==> src/rtl/pipe_ctrl_pkg.sv <==
// Shared RV32I control encodings and the per-stage control bundle layout.
// A bubble is the all-zero bundle: ZERO, NONE and ALU are all encoded as 0.
package pipe_ctrl_pkg;

    localparam logic [6:0] OP_LUI    = 7'b0110111;
    localparam logic [6:0] OP_AUIPC  = 7'b0010111;
    localparam logic [6:0] OP_JAL    = 7'b1101111;
    localparam logic [6:0] OP_JALR   = 7'b1100111;
    localparam logic [6:0] OP_BRANCH = 7'b1100011;
    localparam logic [6:0] OP_LOAD   = 7'b0000011;
    localparam logic [6:0] OP_STORE  = 7'b0100011;
    localparam logic [6:0] OP_IMM    = 7'b0010011;
    localparam logic [6:0] OP_REG    = 7'b0110011;

    localparam logic [2:0] F3_ADD_SUB = 3'b000;
    localparam logic [2:0] F3_SLL     = 3'b001;
    localparam logic [2:0] F3_SLT     = 3'b010;
    localparam logic [2:0] F3_SLTU    = 3'b011;
    localparam logic [2:0] F3_XOR     = 3'b100;
    localparam logic [2:0] F3_SRL_SRA = 3'b101;
    localparam logic [2:0] F3_OR      = 3'b110;
    localparam logic [6:0] F7_BASE    = 7'b0000000;
    localparam logic [6:0] F7_ALT     = 7'b0100000;

    localparam logic [3:0] ALU_CTRL_ZERO  = 4'd0;
    localparam logic [3:0] ALU_CTRL_ADD   = 4'd1;
    localparam logic [3:0] ALU_CTRL_SUB   = 4'd2;
    localparam logic [3:0] ALU_CTRL_SLL   = 4'd3;
    localparam logic [3:0] ALU_CTRL_SLT   = 4'd4;
    localparam logic [3:0] ALU_CTRL_SLTU  = 4'd5;
    localparam logic [3:0] ALU_CTRL_XOR   = 4'd6;
    localparam logic [3:0] ALU_CTRL_SRL   = 4'd7;
    localparam logic [3:0] ALU_CTRL_SRA   = 4'd8;
    localparam logic [3:0] ALU_CTRL_OR    = 4'd9;
    localparam logic [3:0] ALU_CTRL_AND   = 4'd10;
    localparam logic [3:0] ALU_CTRL_PASSB = 4'd11;

    localparam logic [4:0] IMM_CTRL_NONE  = 5'b00000;
    localparam logic [4:0] IMM_CTRL_ITYPE = 5'b00001;
    localparam logic [4:0] IMM_CTRL_STYPE = 5'b00010;
    localparam logic [4:0] IMM_CTRL_BTYPE = 5'b00100;
    localparam logic [4:0] IMM_CTRL_UTYPE = 5'b01000;
    localparam logic [4:0] IMM_CTRL_JTYPE = 5'b10000;

    localparam logic [1:0] JUMP_TYPE_NONE = 2'd0;
    localparam logic [1:0] JUMP_TYPE_JAL  = 2'd1;
    localparam logic [1:0] JUMP_TYPE_JALR = 2'd2;

    localparam logic [1:0] MEMTOREG_ALU = 2'b00;
    localparam logic [1:0] MEMTOREG_MEM = 2'b01;
    localparam logic [1:0] MEMTOREG_PC4 = 2'b10;

    typedef struct packed {
        logic [3:0] alu_ctrl;
        logic       alu_src_a;
        logic       alu_src_b;
        logic       branch;
        logic [2:0] branch_type;
        logic [1:0] jump_type;
    } ex_ctrl_t;

    typedef struct packed {
        logic       mem_read;
        logic       mem_write;
        logic [2:0] mem_width;
    } mem_ctrl_t;

    typedef struct packed {
        logic       reg_write;
        logic [1:0] memto_reg;
    } wb_ctrl_t;

    typedef struct packed {
        ex_ctrl_t  ex;
        mem_ctrl_t mem;
        wb_ctrl_t  wb;
    } ctrl_bundle_t;

    localparam ex_ctrl_t  EX_BUBBLE  = '{alu_ctrl: ALU_CTRL_ZERO, alu_src_a: 1'b0, alu_src_b: 1'b0,
                                         branch: 1'b0, branch_type: 3'b000, jump_type: JUMP_TYPE_NONE};
    localparam mem_ctrl_t MEM_BUBBLE = '{mem_read: 1'b0, mem_write: 1'b0, mem_width: 3'b000};
    localparam wb_ctrl_t  WB_BUBBLE  = '{reg_write: 1'b0, memto_reg: MEMTOREG_ALU};
    localparam ctrl_bundle_t CTRL_BUBBLE = '{ex: EX_BUBBLE, mem: MEM_BUBBLE, wb: WB_BUBBLE};

    // alt selects SUB/SRA; the caller decides when funct7 is allowed to mean that.
    function automatic logic [3:0] alu_op(input logic [2:0] f3, input logic alt);
        case (f3)
            F3_ADD_SUB: alu_op = alt ? ALU_CTRL_SUB : ALU_CTRL_ADD;
            F3_SLL:     alu_op = ALU_CTRL_SLL;
            F3_SLT:     alu_op = ALU_CTRL_SLT;
            F3_SLTU:    alu_op = ALU_CTRL_SLTU;
            F3_XOR:     alu_op = ALU_CTRL_XOR;
            F3_SRL_SRA: alu_op = alt ? ALU_CTRL_SRA : ALU_CTRL_SRL;
            F3_OR:      alu_op = ALU_CTRL_OR;
            default:    alu_op = ALU_CTRL_AND;
        endcase
    endfunction

endpackage

==> src/rtl/pipe_ctrl_decode.sv <==
// Pure combinational RV32I decoder: instruction to control bundle, legality
// and register-use flags for the hazard unit.
module ctrl_decode
    import pipe_ctrl_pkg::*;
#(
    parameter int INSTR_SIZE = 32,
    parameter int REG_ADDR_W = 5,
    parameter bit RV_E       = 1'b0
) (
    input  logic [INSTR_SIZE-1:0] instr,
    output ctrl_bundle_t          bundle,
    output logic [4:0]            imm_ctrl,
    output logic                  illegal,
    output logic [REG_ADDR_W-1:0] rs1,
    output logic [REG_ADDR_W-1:0] rs2,
    output logic [REG_ADDR_W-1:0] rd,
    output logic                  use_rs1,
    output logic                  use_rs2
);

    logic [6:0] opcode;
    logic [2:0] f3;
    logic [6:0] f7;
    logic       legal;
    logic       use_rd;

    assign opcode = instr[6:0];
    assign f3     = instr[14:12];
    assign f7     = instr[31:25];
    assign rd     = instr[7 +: REG_ADDR_W];
    assign rs1    = instr[15 +: REG_ADDR_W];
    assign rs2    = instr[20 +: REG_ADDR_W];

    always_comb begin
        bundle   = CTRL_BUBBLE;
        imm_ctrl = IMM_CTRL_NONE;
        legal    = 1'b1;
        use_rs1  = 1'b0;
        use_rs2  = 1'b0;
        use_rd   = 1'b0;
        case (opcode)
            OP_LUI: begin
                imm_ctrl               = IMM_CTRL_UTYPE;
                bundle.ex.alu_ctrl     = ALU_CTRL_PASSB;
                bundle.ex.alu_src_b    = 1'b1;
                bundle.wb.reg_write    = 1'b1;
            end
            OP_AUIPC: begin
                imm_ctrl               = IMM_CTRL_UTYPE;
                bundle.ex.alu_ctrl     = ALU_CTRL_ADD;
                bundle.ex.alu_src_a    = 1'b1;
                bundle.ex.alu_src_b    = 1'b1;
                bundle.wb.reg_write    = 1'b1;
            end
            OP_JAL: begin
                imm_ctrl               = IMM_CTRL_JTYPE;
                bundle.ex.alu_ctrl     = ALU_CTRL_ADD;
                bundle.ex.alu_src_a    = 1'b1;
                bundle.ex.alu_src_b    = 1'b1;
                bundle.ex.jump_type    = JUMP_TYPE_JAL;
                bundle.wb.reg_write    = 1'b1;
                bundle.wb.memto_reg    = MEMTOREG_PC4;
            end
            OP_JALR: begin
                legal                  = (f3 == F3_ADD_SUB);
                imm_ctrl               = IMM_CTRL_ITYPE;
                use_rs1                = 1'b1;
                bundle.ex.alu_ctrl     = ALU_CTRL_ADD;
                bundle.ex.alu_src_b    = 1'b1;
                bundle.ex.jump_type    = JUMP_TYPE_JALR;
                bundle.wb.reg_write    = 1'b1;
                bundle.wb.memto_reg    = MEMTOREG_PC4;
            end
            OP_BRANCH: begin
                legal                  = (f3 != F3_SLT) && (f3 != F3_SLTU);
                imm_ctrl               = IMM_CTRL_BTYPE;
                use_rs1                = 1'b1;
                use_rs2                = 1'b1;
                bundle.ex.alu_ctrl     = ALU_CTRL_SUB;
                bundle.ex.branch       = 1'b1;
                bundle.ex.branch_type  = f3;
            end
            OP_LOAD: begin
                legal                  = (f3 != F3_SLTU) && (f3[2:1] != 2'b11);
                imm_ctrl               = IMM_CTRL_ITYPE;
                use_rs1                = 1'b1;
                bundle.ex.alu_ctrl     = ALU_CTRL_ADD;
                bundle.ex.alu_src_b    = 1'b1;
                bundle.mem.mem_read    = 1'b1;
                bundle.mem.mem_width   = f3;
                bundle.wb.reg_write    = 1'b1;
                bundle.wb.memto_reg    = MEMTOREG_MEM;
            end
            OP_STORE: begin
                legal                  = (f3[2] == 1'b0) && (f3 != F3_SLTU);
                imm_ctrl               = IMM_CTRL_STYPE;
                use_rs1                = 1'b1;
                use_rs2                = 1'b1;
                bundle.ex.alu_ctrl     = ALU_CTRL_ADD;
                bundle.ex.alu_src_b    = 1'b1;
                bundle.mem.mem_write   = 1'b1;
                bundle.mem.mem_width   = f3;
            end
            OP_IMM: begin
                if (f3 == F3_SLL)          legal = (f7 == F7_BASE);
                else if (f3 == F3_SRL_SRA) legal = (f7 == F7_BASE) || (f7 == F7_ALT);
                imm_ctrl               = IMM_CTRL_ITYPE;
                use_rs1                = 1'b1;
                bundle.ex.alu_ctrl     = alu_op(f3, (f3 == F3_SRL_SRA) && (f7 == F7_ALT));
                bundle.ex.alu_src_b    = 1'b1;
                bundle.wb.reg_write    = 1'b1;
                bundle.wb.memto_reg    = MEMTOREG_ALU;
            end
            OP_REG: begin
                legal                  = (f7 == F7_BASE) ||
                                         ((f7 == F7_ALT) && ((f3 == F3_ADD_SUB) || (f3 == F3_SRL_SRA)));
                use_rs1                = 1'b1;
                use_rs2                = 1'b1;
                bundle.ex.alu_ctrl     = alu_op(f3, f7 == F7_ALT);
                bundle.wb.reg_write    = 1'b1;
                bundle.wb.memto_reg    = MEMTOREG_ALU;
            end
            default: legal = 1'b0;
        endcase

        use_rd = bundle.wb.reg_write;
        if (rd == '0) bundle.wb.reg_write = 1'b0;

        // RV32E only has x0..x15; a reference to x16+ in any used field traps.
        if (RV_E && ((use_rs1 && (32'(rs1) >= 16)) || (use_rs2 && (32'(rs2) >= 16)) ||
                     (use_rd && (32'(rd) >= 16))))
            legal = 1'b0;

        if (!legal) begin
            bundle  = CTRL_BUBBLE;
            use_rs1 = 1'b0;
            use_rs2 = 1'b0;
        end
        illegal = !legal;
    end

endmodule

==> src/rtl/pipe_ctrl.sv <==
// Pipelined control unit: decodes in ID and carries the control bundle through
// ID/EX, EX/MEM and MEM/WB with load-use, flush and memory-freeze handling.
module pipe_ctrl
    import pipe_ctrl_pkg::*;
#(
    parameter int INSTR_SIZE = 32,
    parameter int REG_ADDR_W = 5,
    parameter bit RV_E       = 1'b0,
    parameter int CNT_W      = 32
) (
    input  logic                  clk,
    input  logic                  rstn,
    input  logic                  id_valid,
    input  logic [INSTR_SIZE-1:0] id_instr,
    output logic                  id_ready,
    output logic [4:0]            id_immCtrl,
    output logic                  id_illegal,
    input  logic                  ex_branch_taken,
    input  logic                  mem_ready,
    output logic [3:0]            ex_ALUCtrl,
    output logic                  ex_ALUSrcA,
    output logic                  ex_ALUSrcB,
    output logic                  ex_branch,
    output logic [2:0]            ex_branchType,
    output logic [1:0]            ex_jumpType,
    output logic                  mem_memRead,
    output logic                  mem_memWrite,
    output logic [2:0]            mem_memWidth,
    output logic                  wb_regWrite,
    output logic [1:0]            wb_memtoReg,
    output logic [REG_ADDR_W-1:0] wb_rd,
    output logic [CNT_W-1:0]      stall_cycles,
    output logic [CNT_W-1:0]      flush_count
);

    localparam logic [CNT_W-1:0] CNT_ONE = {{(CNT_W-1){1'b0}}, 1'b1};
    localparam logic [CNT_W-1:0] CNT_MAX = {CNT_W{1'b1}};

    ctrl_bundle_t          dec_bundle;
    logic                  dec_illegal;
    logic [REG_ADDR_W-1:0] dec_rs1, dec_rs2, dec_rd;
    logic                  dec_use_rs1, dec_use_rs2;

    ctrl_decode #(
        .INSTR_SIZE (INSTR_SIZE),
        .REG_ADDR_W (REG_ADDR_W),
        .RV_E       (RV_E)
    ) u_decode (
        .instr    (id_instr),
        .bundle   (dec_bundle),
        .imm_ctrl (id_immCtrl),
        .illegal  (dec_illegal),
        .rs1      (dec_rs1),
        .rs2      (dec_rs2),
        .rd       (dec_rd),
        .use_rs1  (dec_use_rs1),
        .use_rs2  (dec_use_rs2)
    );

    logic                  ex_v, mem_v, wb_v;
    ctrl_bundle_t          ex_q;
    logic [REG_ADDR_W-1:0] ex_rd_q, mem_rd_q, wb_rd_q;
    mem_ctrl_t             mem_mem_q;
    wb_ctrl_t              mem_wb_q, wb_q;

    logic freeze, flush, load_use, id_fire;

    // Handshake: ID hands over id_instr on a cycle where id_valid && id_ready;
    // id_ready may be high with id_valid low, which simply issues a bubble.
    assign freeze   = mem_v && (mem_mem_q.mem_read || mem_mem_q.mem_write) && !mem_ready;
    assign flush    = ex_branch_taken && !freeze;
    assign load_use = id_valid && ex_v && ex_q.mem.mem_read && (ex_rd_q != '0) &&
                      ((dec_use_rs1 && (dec_rs1 == ex_rd_q)) || (dec_use_rs2 && (dec_rs2 == ex_rd_q))) &&
                      !freeze && !flush;
    assign id_ready   = rstn && !freeze && !load_use;
    assign id_illegal = id_valid && dec_illegal;
    assign id_fire    = id_valid && !dec_illegal && !flush && !load_use;

    always_ff @(posedge clk) begin
        if (!rstn) begin
            ex_v         <= 1'b0;
            mem_v        <= 1'b0;
            wb_v         <= 1'b0;
            stall_cycles <= '0;
            flush_count  <= '0;
        end else begin
            if (!freeze) begin
                ex_v      <= id_fire;
                ex_q      <= dec_bundle;
                ex_rd_q   <= dec_rd;
                mem_v     <= ex_v;
                mem_mem_q <= ex_q.mem;
                mem_wb_q  <= ex_q.wb;
                mem_rd_q  <= ex_rd_q;
                wb_v      <= mem_v;
                wb_q      <= mem_wb_q;
                wb_rd_q   <= mem_rd_q;
            end else begin
                wb_v <= 1'b0;
            end
            if ((freeze || load_use) && (stall_cycles != CNT_MAX))
                stall_cycles <= stall_cycles + CNT_ONE;
            if (flush && (flush_count != CNT_MAX))
                flush_count <= flush_count + CNT_ONE;
        end
    end

    // Payload registers are not reset; the valid bits mask them to bubbles.
    ex_ctrl_t  ex_view;
    mem_ctrl_t mem_view;
    wb_ctrl_t  wb_view;

    assign ex_view  = ex_v  ? ex_q.ex   : EX_BUBBLE;
    assign mem_view = mem_v ? mem_mem_q : MEM_BUBBLE;
    assign wb_view  = wb_v  ? wb_q      : WB_BUBBLE;

    assign ex_ALUCtrl    = ex_view.alu_ctrl;
    assign ex_ALUSrcA    = ex_view.alu_src_a;
    assign ex_ALUSrcB    = ex_view.alu_src_b;
    assign ex_branch     = ex_view.branch;
    assign ex_branchType = ex_view.branch_type;
    assign ex_jumpType   = ex_view.jump_type;
    assign mem_memRead   = mem_view.mem_read;
    assign mem_memWrite  = mem_view.mem_write;
    assign mem_memWidth  = mem_view.mem_width;
    assign wb_regWrite   = wb_view.reg_write;
    assign wb_memtoReg   = wb_view.memto_reg;
    assign wb_rd         = wb_v ? wb_rd_q : '0;

endmodule

==> config.mk <==
export PLATFORM = sky130hd
export DESIGN_NAME = pipe_ctrl
export DESIGN_NICKNAME = d
export VERILOG_FILES = /design/src/rtl/pipe_ctrl_pkg.sv /design/src/rtl/pipe_ctrl_decode.sv /design/src/rtl/pipe_ctrl.sv
export SDC_FILE = /design/constraint.sdc
export NUM_CORES = 1
export LEC_CHECK = 0
export ABC_AREA = 1
export BUFFER_PORTS_ARGS = -buffer_cell sky130_fd_sc_hd__buf_2
export CELL_PAD_IN_SITES_DETAIL_PLACEMENT = 0
export CELL_PAD_IN_SITES_GLOBAL_PLACEMENT = 1
export CORE_MARGIN = 1.5
export CORE_UTILIZATION = 36
export DETAILED_ROUTE_END_ITERATION = 6
export HOLD_SLACK_MARGIN = 0.15
export PLACE_DENSITY = 0.81
export SYNTH_ARGS = -nofsm -noshare
export SYNTH_HDL_FRONTEND = slang
export SYNTH_SLANG_ARGS = --single-unit
export TNS_END_PERCENT = 1
==> constraint.sdc <==
create_clock -name clk -period 3.3 [get_ports clk]
set_clock_uncertainty 0.1 [all_clocks]
set_input_delay 0.66 -clock clk [delete_from_list [all_inputs] [get_ports clk]]
set_output_delay 0.66 -clock clk [all_outputs]
set_load 0.005 [all_outputs]
# Word-level counts from Yosys, hierarchy flattened
# Cells that the tools add are included.
dict set report totals {
  memories 0
  mem_bits_rw 0
  latchBits 0
  mem_bits_ro 0
  wordCells 137
  ff_bits 113
  input_bits 37
}
dict set report classes {
  n_addsub 2
  n_div 0
  n_lt_le_gt_ge 0
  reduce_logical 55
  muxes 27
  n_bitwise 4
  eq_ne 23
  multipliers 0
  shifts 0
}
# op n
set ops {}
lappend ops {{32-bit by 1-bit adder with 32-bit output (second input constant)} 2}
lappend ops {{32-bit != test (second input constant)} 2}
lappend ops {{4-bit one-hot mux with 7 select lines} 2}
lappend ops {{7-bit by 6-bit equality test with 1-bit output (second input constant)} 4}
lappend ops {{5-bit one-hot mux with 5 select lines} 1}
lappend ops {{1-bit logical AND} 24}
lappend ops {{7-bit equality test (second input constant)} 3}
lappend ops {{4-bit one-hot mux with 5 select lines} 1}
lappend ops {{7-bit by 5-bit equality test with 1-bit output (second input constant)} 2}
lappend ops {{7-bit OR reduction} 2}
lappend ops {{12-bit two-way mux} 1}
lappend ops {{4-bit two-way mux} 3}
lappend ops {{2-bit OR reduction} 6}
lappend ops {{1-bit two-way mux} 11}
lappend ops {{5-bit equality test} 2}
lappend ops {{5-bit two-way mux} 2}
lappend ops {{3-bit equality test (second input constant)} 3}
lappend ops {{3-bit OR reduction} 3}
lappend ops {{2-bit one-hot mux with 2 select lines} 2}
lappend ops {{7-bit by 2-bit equality test with 1-bit output (second input constant)} 1}
lappend ops {{7-bit logical NOT} 1}
lappend ops {{1-bit one-hot mux with 7 select lines} 1}
lappend ops {{3-bit by 2-bit equality test with 1-bit output (second input constant)} 2}
lappend ops {{1-bit logical OR} 6}
lappend ops {{other kinds (13)} 24}

# Logic depth before layout (Yosys ltp)
# Gate-level depths: netlist of run 1.
dict set report depth {
  word_depth 13
  depth_mapped 15
  ltp_nobuf 14
}

# Cells and area by module
# Synthesis of run 1 repeated with hierarchy kept, for this count alone.
dict set report hier_totals {
  hier_cells 1006
  hier_area_um2 6910.4
}
# module seq_area_each_um2 cells_per_inst n_inst area_per_inst_um2
set by_module_without_submodules {}
lappend by_module_without_submodules {pipe_ctrl 2722.6 845 1 6120.9}
lappend by_module_without_submodules {ctrl_decode 0.0 161 1 789.5}

# Worst setup path after synthesis of run 1
# OpenSTA, ideal clock, no wires.
dict set report synth_timing {
  kind {input -> register}
  startpoint {input port rstn}
  endpoint {register ex_q[10] (netlist name) (enable)}
  setup_time_ns 0.446
  t_required_ns 2.754
  path_slack_ns -0.008
  path_stages 3
  arrival_ns 2.763
  n_path_buf 1
  path_cell_list {inv_2 -> clkbuf_1 -> nor2_1}
}
dict set report synth_between {
  elab_chain_cells 1
}
# item line_no
set synth_lines {}
lappend synth_lines {{start: declaration} pipe_ctrl.sv:12} ;# input logic rstn,
lappend synth_lines {{2-bit AND reduction (no source line)} n/a}
lappend synth_lines {{end signal: assignment} pipe_ctrl.sv:89} ;# ex_q <= dec_bundle;
lappend synth_lines {{end: declaration} pipe_ctrl.sv:61} ;# ctrl_bundle_t ex_q;
# No other way between the ends.
# A chain may end at the register's enable or synchronous reset.

# Worst setup path after layout of run 1
dict set report layout_timing {
  startpoint {input port id_instr[5]}
  endpoint {output port id_ready}
}
dict set report layout_between {
  elab_chain_cells 11
}
# item line_no
set layout_lines {}
lappend layout_lines {{start: declaration} pipe_ctrl.sv:14} ;# input logic [INSTR_SIZE-1:0] id_instr,
lappend layout_lines {{7-bit by 6-bit equality test with 1-bit output (tied with other cells)} pipe_ctrl_decode.sv:41} ;# case (opcode)
lappend layout_lines {{3-bit OR reduction (no source line) / 6-bit OR reduction (equally long branches)} n/a}
lappend layout_lines {{1-bit one-hot mux with 7 select lines / 1-bit two-way mux (equally long branches)} pipe_ctrl_decode.sv:41}
lappend layout_lines {{1-bit two-way mux} pipe_ctrl_decode.sv:134} ;# if (!legal) begin
lappend layout_lines {{1-bit logical AND} pipe_ctrl.sv:73} ;# ((dec_use_rs1 && (dec_rs1 == ex_rd_q)) || (dec_use_rs2 && (dec_rs2 == ex_rd_q))) &&
lappend layout_lines {{1-bit logical OR (*)} pipe_ctrl.sv:73}
lappend layout_lines {{1-bit logical AND (*)} pipe_ctrl.sv:72} ;# assign load_use = id_valid && ex_v && ex_q.mem.mem_read && (ex_rd_q != '0) &&
lappend layout_lines {{1-bit logical AND (*)} pipe_ctrl.sv:73}
lappend layout_lines {{1-bit logical AND (*)} pipe_ctrl.sv:74} ;# !freeze && !flush;
lappend layout_lines {{1-bit logical NOT (*)} pipe_ctrl.sv:75} ;# assign id_ready = rstn && !freeze && !load_use;
lappend layout_lines {{1-bit logical AND (*)} pipe_ctrl.sv:75}
lappend layout_lines {{end: declaration} pipe_ctrl.sv:15} ;# output logic id_ready,
# Mark *: on every way between the ends. The rest lies on a longest branch, timed or not.

==> flow_metrics.py, run 1 <==
metrics = {
    "run_status": {
        "outcome": "finished, final reports clean",
    },
    "worst_setup_path": {
        "ff2ff_setup_slack_ns": 0.86,
        "crit_fanout": 6,
        "start_kind": "primary input",
        "path_depth": 13,
        "cp_top_family": "simple AND/OR/NAND/NOR gates",
        "r2r_end": "stall_cycles[22]",
        "worstSetupPathType": "primary input to output pin",
        "end_kind": "output pin",
        "crit_chain": "buf_2 > inv_1 > nand2_1 > nor2_1 > nand2_1 > nand2_2 > nand3_1 > nand3_1 > nand3_2 > nand2_2 > nand2_4 > nor2_1 > buf_2",
        "crit_path_max_incr_delay_ns": 0.19,
        "reg2reg_depth": 9,
        "crit_required_ns": 2.54,
        "cp_data_arrival_time_ns": 2.26,
        "r2r_start": "stall_cycles[0]",
        "path_buf_inv": 3,
        "crit_slowest_cell": "nor2_1",
    },
    "synthesis": {
        "yosysWarnings": 0,
        "ys_types": 39,
        "syn_nets": 878,
        "synthCells": 839,
        "synth.avg_cell_area_um2": 7.39,
        "ys_seq_area_share_pct": 42.9,
        "synth_area_um2": 6200,
        "yosys_register_bits": 111,
    },
    "final_layout": {
        "nets": 1005,
        "n_antenna_cell": 0,
        "drive_gt1_share_pct": 18.2,
        "fillCellCount": 1764,
        "area_growth_pct": 18.2,
        "mostFrequentLayoutCells": "nand2_1, buf_2, nor2_1, inv_1",
        "final_common_cell": "nand2_1",
        "fin_area_um2": 7330,
    },
    "route": {
        "vias_per_cell": 4.91,
        "antenna_left": 0,
        "wl_met2_um": 7590,
        "wl_per_cell_um": 13.7,
        "wl_um": 16300,
        "drt_iter0_drc": 440,
        "wl_met3_um": 791,
        "top_layer": "met4",
        "wl_met1_um": 7580,
        "drt_first_pass_iters": 6,
        "drc": 0,
        "vias": 5843,
    },
    "clocking": {
        "h-tree-depth": 3,
        "cts_tree": "yes",
        "cts_buffers": 9,
        "cts_buffer_depth": 2,
        "clk_latency_ns": 0.35,
        "postCtsHoldBufs": 0,
        "cts_root_buffer": "clkbuf_16",
        "cts_resized": 0,
        "cts_setup_buffers": 0,
        "cts.sinks": 111,
        "path_clk_slew_ns": 0.07,
    },
    "timing": {
        "whs_ns": 0.321,
        "final_max_slew_viol_count": 0,
        "fmax_ghz": 0.331,
        "maxSlewHeadroom_pct": 62.7,
        "rsz0062_at_grt": "false",
        "fin_crit_sh_pct": 91.5,
        "hold_viol": 0,
        "setup_viol": 0,
        "max_slew.worst_pin.slew_ns": 0.560,
        "tns_ns": 0,
        "period_needed_ns": 3.02,
    },
    "die": {
        "die_h_um": 134,
        "io_pins": 133,
        "start_util_pct": 37.1,
        "die_x_um": 134,
        "coreArea_um2": 16700,
        "num_rows": 47,
        "dieArea_um2": 18000,
    },
    "global_routing": {
        "grt_pass1_vias": 5352,
        "globalRouteOverflowTotal": 0,
        "track_usage_pct": 18.2,
        "grt_max_degree": 45,
        "antenna_found_initial": 0,
        "grt_pass1_wl_um": 26300,
    },
    "pwr": {
        "powerDensity_nw_per_um2": 360,
        "total_power_mw": 2.64,
        "power.leakage_nw": 3.16,
        "ir_drop_v": 0.000238,
    },
    "placed_design": {
        "place_area_um2": 7050,
        "place_hpwl_um": 12300,
        "io_buffers": 132,
        "routabilityCongestion": 0.917,
    },
    "min_path": {
        "hp-class": "flip-flop to flip-flop",
        "hold-path-endpoint": "wb_q[1]",
        "min_path_cells": 0,
        "hp-start": "mem_wb_q[1]",
    },
    "run": {
        "cap_violations": 0,
    },
}
[cell type report]
class                           count  area (µm²)  area share [%]
Clock buffer                       12         256            3.50
Clock inverter                      4        22.5           0.307
Inverter                           91         342            4.66
Multi-Input combinational cell    613        3050            41.6
Sequential cell                   111        2660            36.3
Tap cell                          220         275            3.75
Timing Repair Buffer              140         721            9.83
[sequential cells by signal, indices dropped and copies added (netlist names)]
name / flops
ex_v: 1
stall_cycles: 32
mem_mem_q: 5
mem_rd_q: 5
ex_q: 19
wb_v: 1
ex_rd_q: 5
wb_rd_q: 5
mem_wb_q: 2
flush_count: 32
wb_q: 3
mem_v: 1
[cell usage after synthesis (all sizes together)]
cell	n	area share [%]
a21boi	1	0.12
clkbuf	11	0.67
edfxtp	44	21
ha	2	0.40
a32o	1	0.16
nor3	32	2.7
a21o	1	0.12
dfxtp	67	22
and3	2	0.20
nand3b	6	0.73
nand3	58	4.8
a31oi	2	0.20
xnor2	17	2.4
nand2	227	14
a21oi	67	5.4
buf	13	1.8
clkinv	1	0.060
inv	90	5.4
o21ai	9	0.79
nand4	24	2.5
a31o	1	0.14
or2	1	0.10
o31ai	1	0.12
a211oi	1	0.12
nor2	106	6.8
xor2	42	5.9
nor4	9	0.91
nor3b	3	0.36
[logic make-up after synthesis]
kind of cell	share of synthesized area [%]
buf+inv	7.95
compound gates	7.18
xor+xnor	8.33
simple gates	33.2
flops	42.9
fa+ha+maj	0.403
[worst max path at each step]
| stage | startpoint | to | slack [ns] |
|---|---|---|---|
| after floorplan | id_instr[1] | id_ready | 0.71 |
| after global placement | id_instr[5] | id_ready | 0.19 |
| after detailed placement | id_instr[5] | id_ready | 0.22 |
| after CTS | id_instr[5] | id_ready | 0.21 |
| after global routing | id_instr[5] | id_ready | 0.06 |
| final | id_instr[5] | id_ready | 0.28 |
[stage by stage]
step	setup WS, ns	utilization [%]	cells
2_1_floorplan	0.714	-	839
3_3_place_gp	0.192	42.2	1175
4_1_cts	0.213	43.9	1191
5_1_grt	0.0584	43.9	1191
3_5_place_dp	0.218	42.2	1175
6_report	0.280	43.9	1191
[where the power goes]
group,switching [mW],internal [mW],leakage (nW)
sequential,0.0128,1.45,0.985
combinational,0.0908,0.0457,2.03
clock,0.485,0.550,0.144
[metal layers]
metal	up-vias	track usage, %
met5	-	0
met4	0	7.35
met3	24	3.02
met2	154	28.8
met1	2668	24.9
li1	2997	-
Power figures use the tool's default switching activity.
==> run 2, diff against run 1 <==
--- a/config.mk
+++ b/config.mk
@@ -14,7 +14,9 @@
 export DETAILED_ROUTE_END_ITERATION = 6
 export HOLD_SLACK_MARGIN = 0.15
 export PLACE_DENSITY = 0.81
+export SLEW_MARGIN = 20
 export SYNTH_ARGS = -nofsm -noshare
 export SYNTH_HDL_FRONTEND = slang
+export SYNTH_HIERARCHICAL = 1
 export SYNTH_SLANG_ARGS = --single-unit
 export TNS_END_PERCENT = 1
==> run 2 against run 1 <==
Net effect:
- synthesized area increased by 11%
- worst setup slack got worse by 0.074 ns
- utilization increased by 0.52 points
- total power increased by 29%
- via count increased by 13%
- register-to-register slack improved by 0.13 ns
- synthesized cell count increased by 20%
- die area increased by 11%
- sequential power increased by 3%
- critical path type unchanged
==> flow_metrics.py, run 2 <==
metrics = {
    "route": {
        "antenna_left": 0,
        "vias_per_cell": 4.78,
        "vias": 6595,
        "wl_per_cell_um": 13.7,
        "wl_um": 18900,
        "drt_first_pass_iters": 5,
        "drc": 0,
        "drt_iter0_drc": 302,
    },
    "final_layout": {
        "final_common_cell": "nand2_1",
        "nets": 1171,
        "area_growth_pct": 20.7,
        "drive_gt1_share_pct": 22.6,
        "fillCellCount": 1980,
        "utilization_pct": 44.4,
        "mostFrequentLayoutCells": "nand2_1, nor2_1, buf_2, inv_1, dfxtp_1",
        "n_antenna_cell": 0,
        "reg.largest.list": "flush_count: 32 flops, stall_cycles: 32 flops, ex_q: 20 flops",
    },
    "synthesis": {
        "yosysWarnings": 6,
        "synth_ff_type": "dfxtp_1",
        "synth.avg_cell_area_um2": 6.87,
        "yosys_register_bits": 113,
        "synth_area_um2": 6910,
        "synth.most_common_cell": "nand2_1",
        "synthCells": 1006,
        "ys_types": 37,
        "synth-edff-count": 46,
        "ys_top_cells_by_count": "nand2_1, nor2_1, inv_1, dfxtp_1, nand3_1",
        "synth.largest_area_cell": "edfxtp_1",
        "synthTopCellsByArea": "edfxtp_1, dfxtp_1, nand2_1",
        "synth_top_area_share_pct": 20.0,
        "synthArstFlopShare_pct": 0,
        "ys_seq_area_share_pct": 39.4,
        "syn_nets": 1045,
    },
    "timing": {
        "whs_ns": 0.312,
        "max_slew.worst_pin.slew_ns": 0.647,
        "maxSlewHeadroom_pct": 56.8,
        "fin_crit_sh_pct": 93.8,
        "setup_viol": 0,
        "tns_ns": 0,
        "hold_viol": 0,
        "final_max_slew_viol_count": 0,
        "period_needed_ns": 3.09,
        "fmax_ghz": 0.323,
    },
    "worst_setup_path": {
        "cp_data_arrival_time_ns": 2.33,
        "end_kind": "output pin",
        "reg2reg_depth": 11,
        "crit_required_ns": 2.54,
        "worstSetupPathType": "primary input to output pin",
        "critPathLaunch": "id_instr[3]",
        "r2r_start": "flush_count[1]",
        "r2r_end": "flush_count[12]",
        "start_kind": "primary input",
        "crit_fanout": 6,
        "ff2ff_setup_slack_ns": 0.99,
    },
    "die": {
        "num_rows": 50,
        "coreArea_um2": 18800,
        "die_h_um": 142,
        "start_util_pct": 36.8,
        "dieArea_um2": 20000,
        "die_x_um": 142,
        "io_pins": 133,
    },
    "clocking": {
        "clk_latency_ns": 0.41,
        "h-tree-depth": 4,
        "cts_root_buffer": "clkbuf_16",
        "cts_buffer_depth": 2,
        "cts.sinks": 113,
        "cts_tree": "yes",
        "postCtsHoldBufs": 0,
        "cts_buffers": 17,
        "path_clk_slew_ns": 0.05,
    },
    "global_routing": {
        "grt_pass1_vias": 6133,
        "antenna_found_initial": 0,
        "grt_max_degree": 45,
        "globalRouteOverflowTotal": 0,
        "grt_pass1_wl_um": 30900,
        "track_usage_pct": 19.5,
    },
    "run": {
        "cap_violations": 0,
    },
    "pwr": {
        "internal_power_mw": 2.65,
        "total_power_mw": 3.41,
        "netSwitchingFraction_pct": 22.4,
        "power_frac_clock_pct": 51.5,
        "ir_drop_v": 0.000298,
        "powerDensity_nw_per_um2": 409,
        "seqPwrFrac_pct": 43.9,
        "power.leakage_nw": 3.65,
        "p_comb_share_pct": 4.7,
        "switching_power_mw": 0.766,
    },
    "min_path": {
        "min_path_cells": 0,
        "hp-class": "flip-flop to flip-flop",
        "hold-path-endpoint": "wb_rd_q[3]",
        "hp-start": "mem_rd_q[3]",
    },
    "placed_design": {
        "place_hpwl_um": 14100,
        "io_buffers": 132,
        "routabilityCongestion": 0.902,
    },
    "run_status": {
        "outcome": "finished, final reports clean",
    },
}
## run 2: cell types whose count changed in the layout (fill, tap and decap cells not counted), moves of 9 or more
cell       delta
a21oi_1      -21
a21oi_2      +27
clkbuf_16     +9
inv_1        +17
nand2_1     +111
nand2_2      +25
nand3b_1     +14
nand4_1      -16
nor2_1       +35
nor4_1        -9
xnor2_1      -11
xor2_1       -23
## run 2: logic make-up (layout without fill, tap and decap cells)
group | count (synthesis) | count (layout) | synth area share [%]
xor+xnor | 25 | 25 | 3.17
simple gates | 629 | 629 | 39.3
flops | 113 | 113 | 39.4
fa+ha+maj | 2 | 2 | 0.362
compound gates | 89 | 89 | 8.11
buf+inv | 148 | 287 | 9.67
## run 2: routing by layer
layer / GRT usage (%) / part of all wire, %
met1: 26.1 / 47
met2: 31.9 / 47
met3: 3.81 / 4.0
met4: 5.97 / 1.2
met5: 0 / 0
## run 2: timing repair
item                                    4_1_cts  5_1_grt
buffers inserted                              0        1
gates resized for setup                       0       13
endpoints found under the hold margin         0        0
endpoints found under the setup margin        0        1
## run 2: final cells by class
type,count,area (µm²),area share [%]
clock buffer,23,489,5.87
clock inverter,9,80.1,0.960
inverter,108,405,4.86
multi-input combinational,745,3560,42.7
sequential,113,2720,32.6
tap,234,293,3.51
timing repair buffer,147,786,9.42
## run 2: power groups by stage
stage / Sequential, mW / Combinational (mW) / Clock [mW]
global route: 1.50 / 0.179 / 1.85
CTS: 1.50 / 0.158 / 1.80
global placement: 1.52 / 0.158 / 0
detailed placement: 1.53 / 0.157 / 0
finish: 1.50 / 0.159 / 1.76
floorplan: 1.52 / 0.104 / 0
## run 2: worst max-delay path by stage
stage | to | slack (ns) | cells after the start
finish | id_ready | 0.21 | 18
global route | id_ready | -0.0007 | 16
CTS | id_ready | 0.11 | 17
detailed placement | stall_cycles[2] | 0.06 | 19
global placement | stall_cycles[2] | 0.09 | 19
floorplan | id_ready | 0.20 | 16
## run 2: worst max-delay path, cell delays in order
cell	delay, ns
buf_2	0.11
inv_2	0.06
nand2_1	0.08
nor2_4	0.19
nand3_2	0.13
nand2_1	0.07
nand2_1	0.09
nand2_2	0.10
nor2_4	0.04
a21oi_2	0.12
nand2_1	0.06
nor2_1	0.09
nand3_1	0.08
nand2_1	0.08
nand2_1	0.07
nand2_2	0.11
nor2_1	0.05
buf_2	0.14
## run 2: stage by stage
| step | area (µm²) | cells | worst slack [ns] |
|---|---|---|---|
| 2_1_floorplan | 6910 | 1006 | 0.201 |
| 3_3_place_gp | 7730 | 1346 | 0.0866 |
| 3_5_place_dp | 7730 | 1346 | 0.0617 |
| 4_1_cts | 8300 | 1378 | 0.109 |
| 5_1_grt | 8340 | 1379 | -0.000742 |
| 6_report | 8340 | 1379 | 0.205 |
==> run 3, diff against run 2 <==
==> constraint.sdc (replaced) <==
create_clock -name clk -period 2.8 [get_ports clk]
set_clock_uncertainty 0.1 [all_clocks]
set_input_delay 0.56 -clock clk [delete_from_list [all_inputs] [get_ports clk]]
set_output_delay 0.56 -clock clk [all_outputs]
set_load 0.005 [all_outputs]
==> run 3 against run 2 <==
Net effect:
- clock-buffer cell count is 2 lower
- via count grew 3.3%
- worst setup slack worse by 0.16 ns
- final area up 6.3%
- die area did not move
- cell count up 3.2%
- critical endpoint unchanged
- largest power group unchanged
==> flow_metrics.py, run 3 (synthesis gave the netlist of run 2 again) <==
metrics = {
    "global_routing": {
        "antenna_found_initial": 0,
        "globalRouteOverflowTotal": 0,
        "grt_max_degree": 47,
        "track_usage_pct": 19.6,
        "grt_pass1_wl_um": 31000,
        "grt_pass1_vias": 6288,
    },
    "placed_design": {
        "place_hpwl_um": 14600,
        "routabilityCongestion": 0.879,
        "io_buffers": 132,
    },
    "min_path": {
        "hp-class": "primary input to flip-flop",
    },
    "final_layout": {
        "drive_gt1_share_pct": 27.8,
        "utilization_pct": 47.2,
        "nets": 1215,
        "n_antenna_cell": 0,
        "fillCellCount": 1952,
        "final_common_cell": "nand2_1",
        "area_growth_pct": 28.3,
        "reg.largest.list": "flush_count: 32 flops, stall_cycles: 32 flops, ex_q: 20 flops",
        "mostFrequentLayoutCells": "nand2_1, buf_2, nor2_1, inv_1, dfxtp_1",
    },
    "die": {
        "die_x_um": 142,
        "num_rows": 50,
        "io_pins": 133,
        "start_util_pct": 36.8,
        "die_h_um": 142,
        "dieArea_um2": 20000,
        "coreArea_um2": 18800,
    },
    "worst_setup_path": {
        "worstSetupPathType": "primary input to output pin",
        "crit_chain": "buf_2 > nor2_2 > nand2_2 > nor2_4 > nor2_4 > o21ai_2 > nand2_2 > a21oi_2 > nand2_1 > nor2_1 > nand3_1 > nand2_1 > nand2_2 > nand2_2 > nor2_2 > buf_2",
        "crit_slowest_cell": "o21ai_2",
        "cp_data_arrival_time_ns": 2.10,
        "start_kind": "primary input",
        "cp_top_family": "simple AND/OR/NAND/NOR gates",
        "crit_top_cell": "nand2_2",
        "path_buf_inv": 2,
        "end_kind": "output pin",
        "crit_path_max_incr_delay_ns": 0.15,
        "crit_required_ns": 2.14,
        "crit_fanout": 4,
    },
    "route": {
        "top_layer": "met4",
        "vias": 6811,
        "wl_um": 19400,
        "drc": 0,
        "drt_iter0_drc": 278,
        "antenna_left": 0,
        "wl_met3_um": 795,
        "vias_per_cell": 4.79,
        "wl_met2_um": 9050,
        "wl_met1_um": 9200,
        "wl_per_cell_um": 13.7,
        "drt_first_pass_iters": 4,
    },
    "pwr": {
        "internal_power_mw": 3.19,
        "power_frac_clock_pct": 51.2,
        "powerDensity_nw_per_um2": 463,
        "netSwitchingFraction_pct": 22.4,
        "ir_drop_v": 0.000389,
        "total_power_mw": 4.11,
        "p_comb_share_pct": 5.8,
        "switching_power_mw": 0.919,
        "seqPwrFrac_pct": 42.9,
        "power.leakage_nw": 3.91,
    },
    "timing": {
        "whs_ns": 0.231,
        "max_slew.worst_pin.slew_ns": 0.483,
        "maxSlewHeadroom_pct": 67.6,
        "setup_viol": 0,
        "rsz0062_at_grt": "true",
        "fin_crit_sh_pct": 98.4,
        "period_needed_ns": 2.76,
        "hold_viol": 0,
        "fmax_ghz": 0.363,
        "final_max_slew_viol_count": 0,
    },
    "clocking": {
        "cts_buffer_depth": 2,
        "clk_latency_ns": 0.42,
        "cts_buffers": 17,
        "h-tree-depth": 4,
        "cts_tree": "yes",
        "cts.sinks": 113,
        "cts_root_buffer": "clkbuf_16",
        "path_clk_slew_ns": 0.05,
    },
    "run": {
        "cap_violations": 0,
    },
    "run_status": {
        "outcome": "finished, final reports clean",
    },
}
[run 3: final timing paths]
check            startpoint              end  slack (ns)  cells past startpoint
max            id_instr[29]         id_ready        0.04                     16
min             id_instr[9]       ex_rd_q[2]        0.23                      1
max reg2reg  flush_count[1]  flush_count[12]        0.60                     11
min reg2reg         ex_q[6]     mem_mem_q[3]        0.32                      0
[run 3: repair_timing]
item,CTS,global route
endpoints found under the hold margin,0,0
hold buffers,0,0
pin swaps,14,25
setup buffers,3,3
gates resized for setup,23,39
setup endpoints to repair,1,2
[run 3: worst reg2reg max path, stage by stage, from the launching register on]
cell	delay, ns
dfxtp_1	0.40
ha_1	0.22
nand2_1	0.09
nor2_1	0.16
nand2_1	0.17
nor2_1	0.23
nand2_1	0.15
nand2_2	0.11
buf_4	0.21
nor2_1	0.06
o21ai_0	0.14
nor2_1	0.05
[run 3: power groups by stage]
| stage | Combinational (mW) | Sequential (mW) | Clock, mW |
|---|---|---|---|
| 2_1_floorplan | 0.122 | 1.79 | 0 |
| 3_3_place_gp | 0.210 | 1.80 | 0 |
| 3_5_place_dp | 0.209 | 1.80 | 0 |
| 4_1_cts | 0.221 | 1.76 | 2.15 |
| 5_1_grt | 0.265 | 1.77 | 2.23 |
| 6_report | 0.239 | 1.76 | 2.10 |
[run 3: metrics by stage]
step / instance area (µm²) / TNS, ns / std cells / setup slack [ns]
5_1_grt: 8870 / -0.123 / 1423 / -0.0900
3_3_place_gp: 8040 / -0.0491 / 1385 / -0.0491
4_1_cts: 8710 / 0 / 1420 / 0.00369
2_1_floorplan: 6910 / -0.0995 / 1006 / -0.0995
6_report: 8870 / 0 / 1423 / 0.0449
3_5_place_dp: 8040 / -0.0805 / 1385 / -0.0805
[run 3: final cells by class]
class	instances	area, µm²	share of cell area, %
clock buffer	21	462	5.21
clock inverter	11	113	1.27
inverter	108	420	4.74
multi-input combinational	745	3680	41.5
sequential	113	2720	30.7
tap	234	293	3.30
timing repair buffer	191	1170	13.2
[run 3: routing by layer]
layer / track usage (%) / vias up
li1: - / 3520
met2: 31.8 / 160
met5: 0 / -
met4: 6.95 / 0
met3: 3.88 / 31
met1: 26.1 / 3100
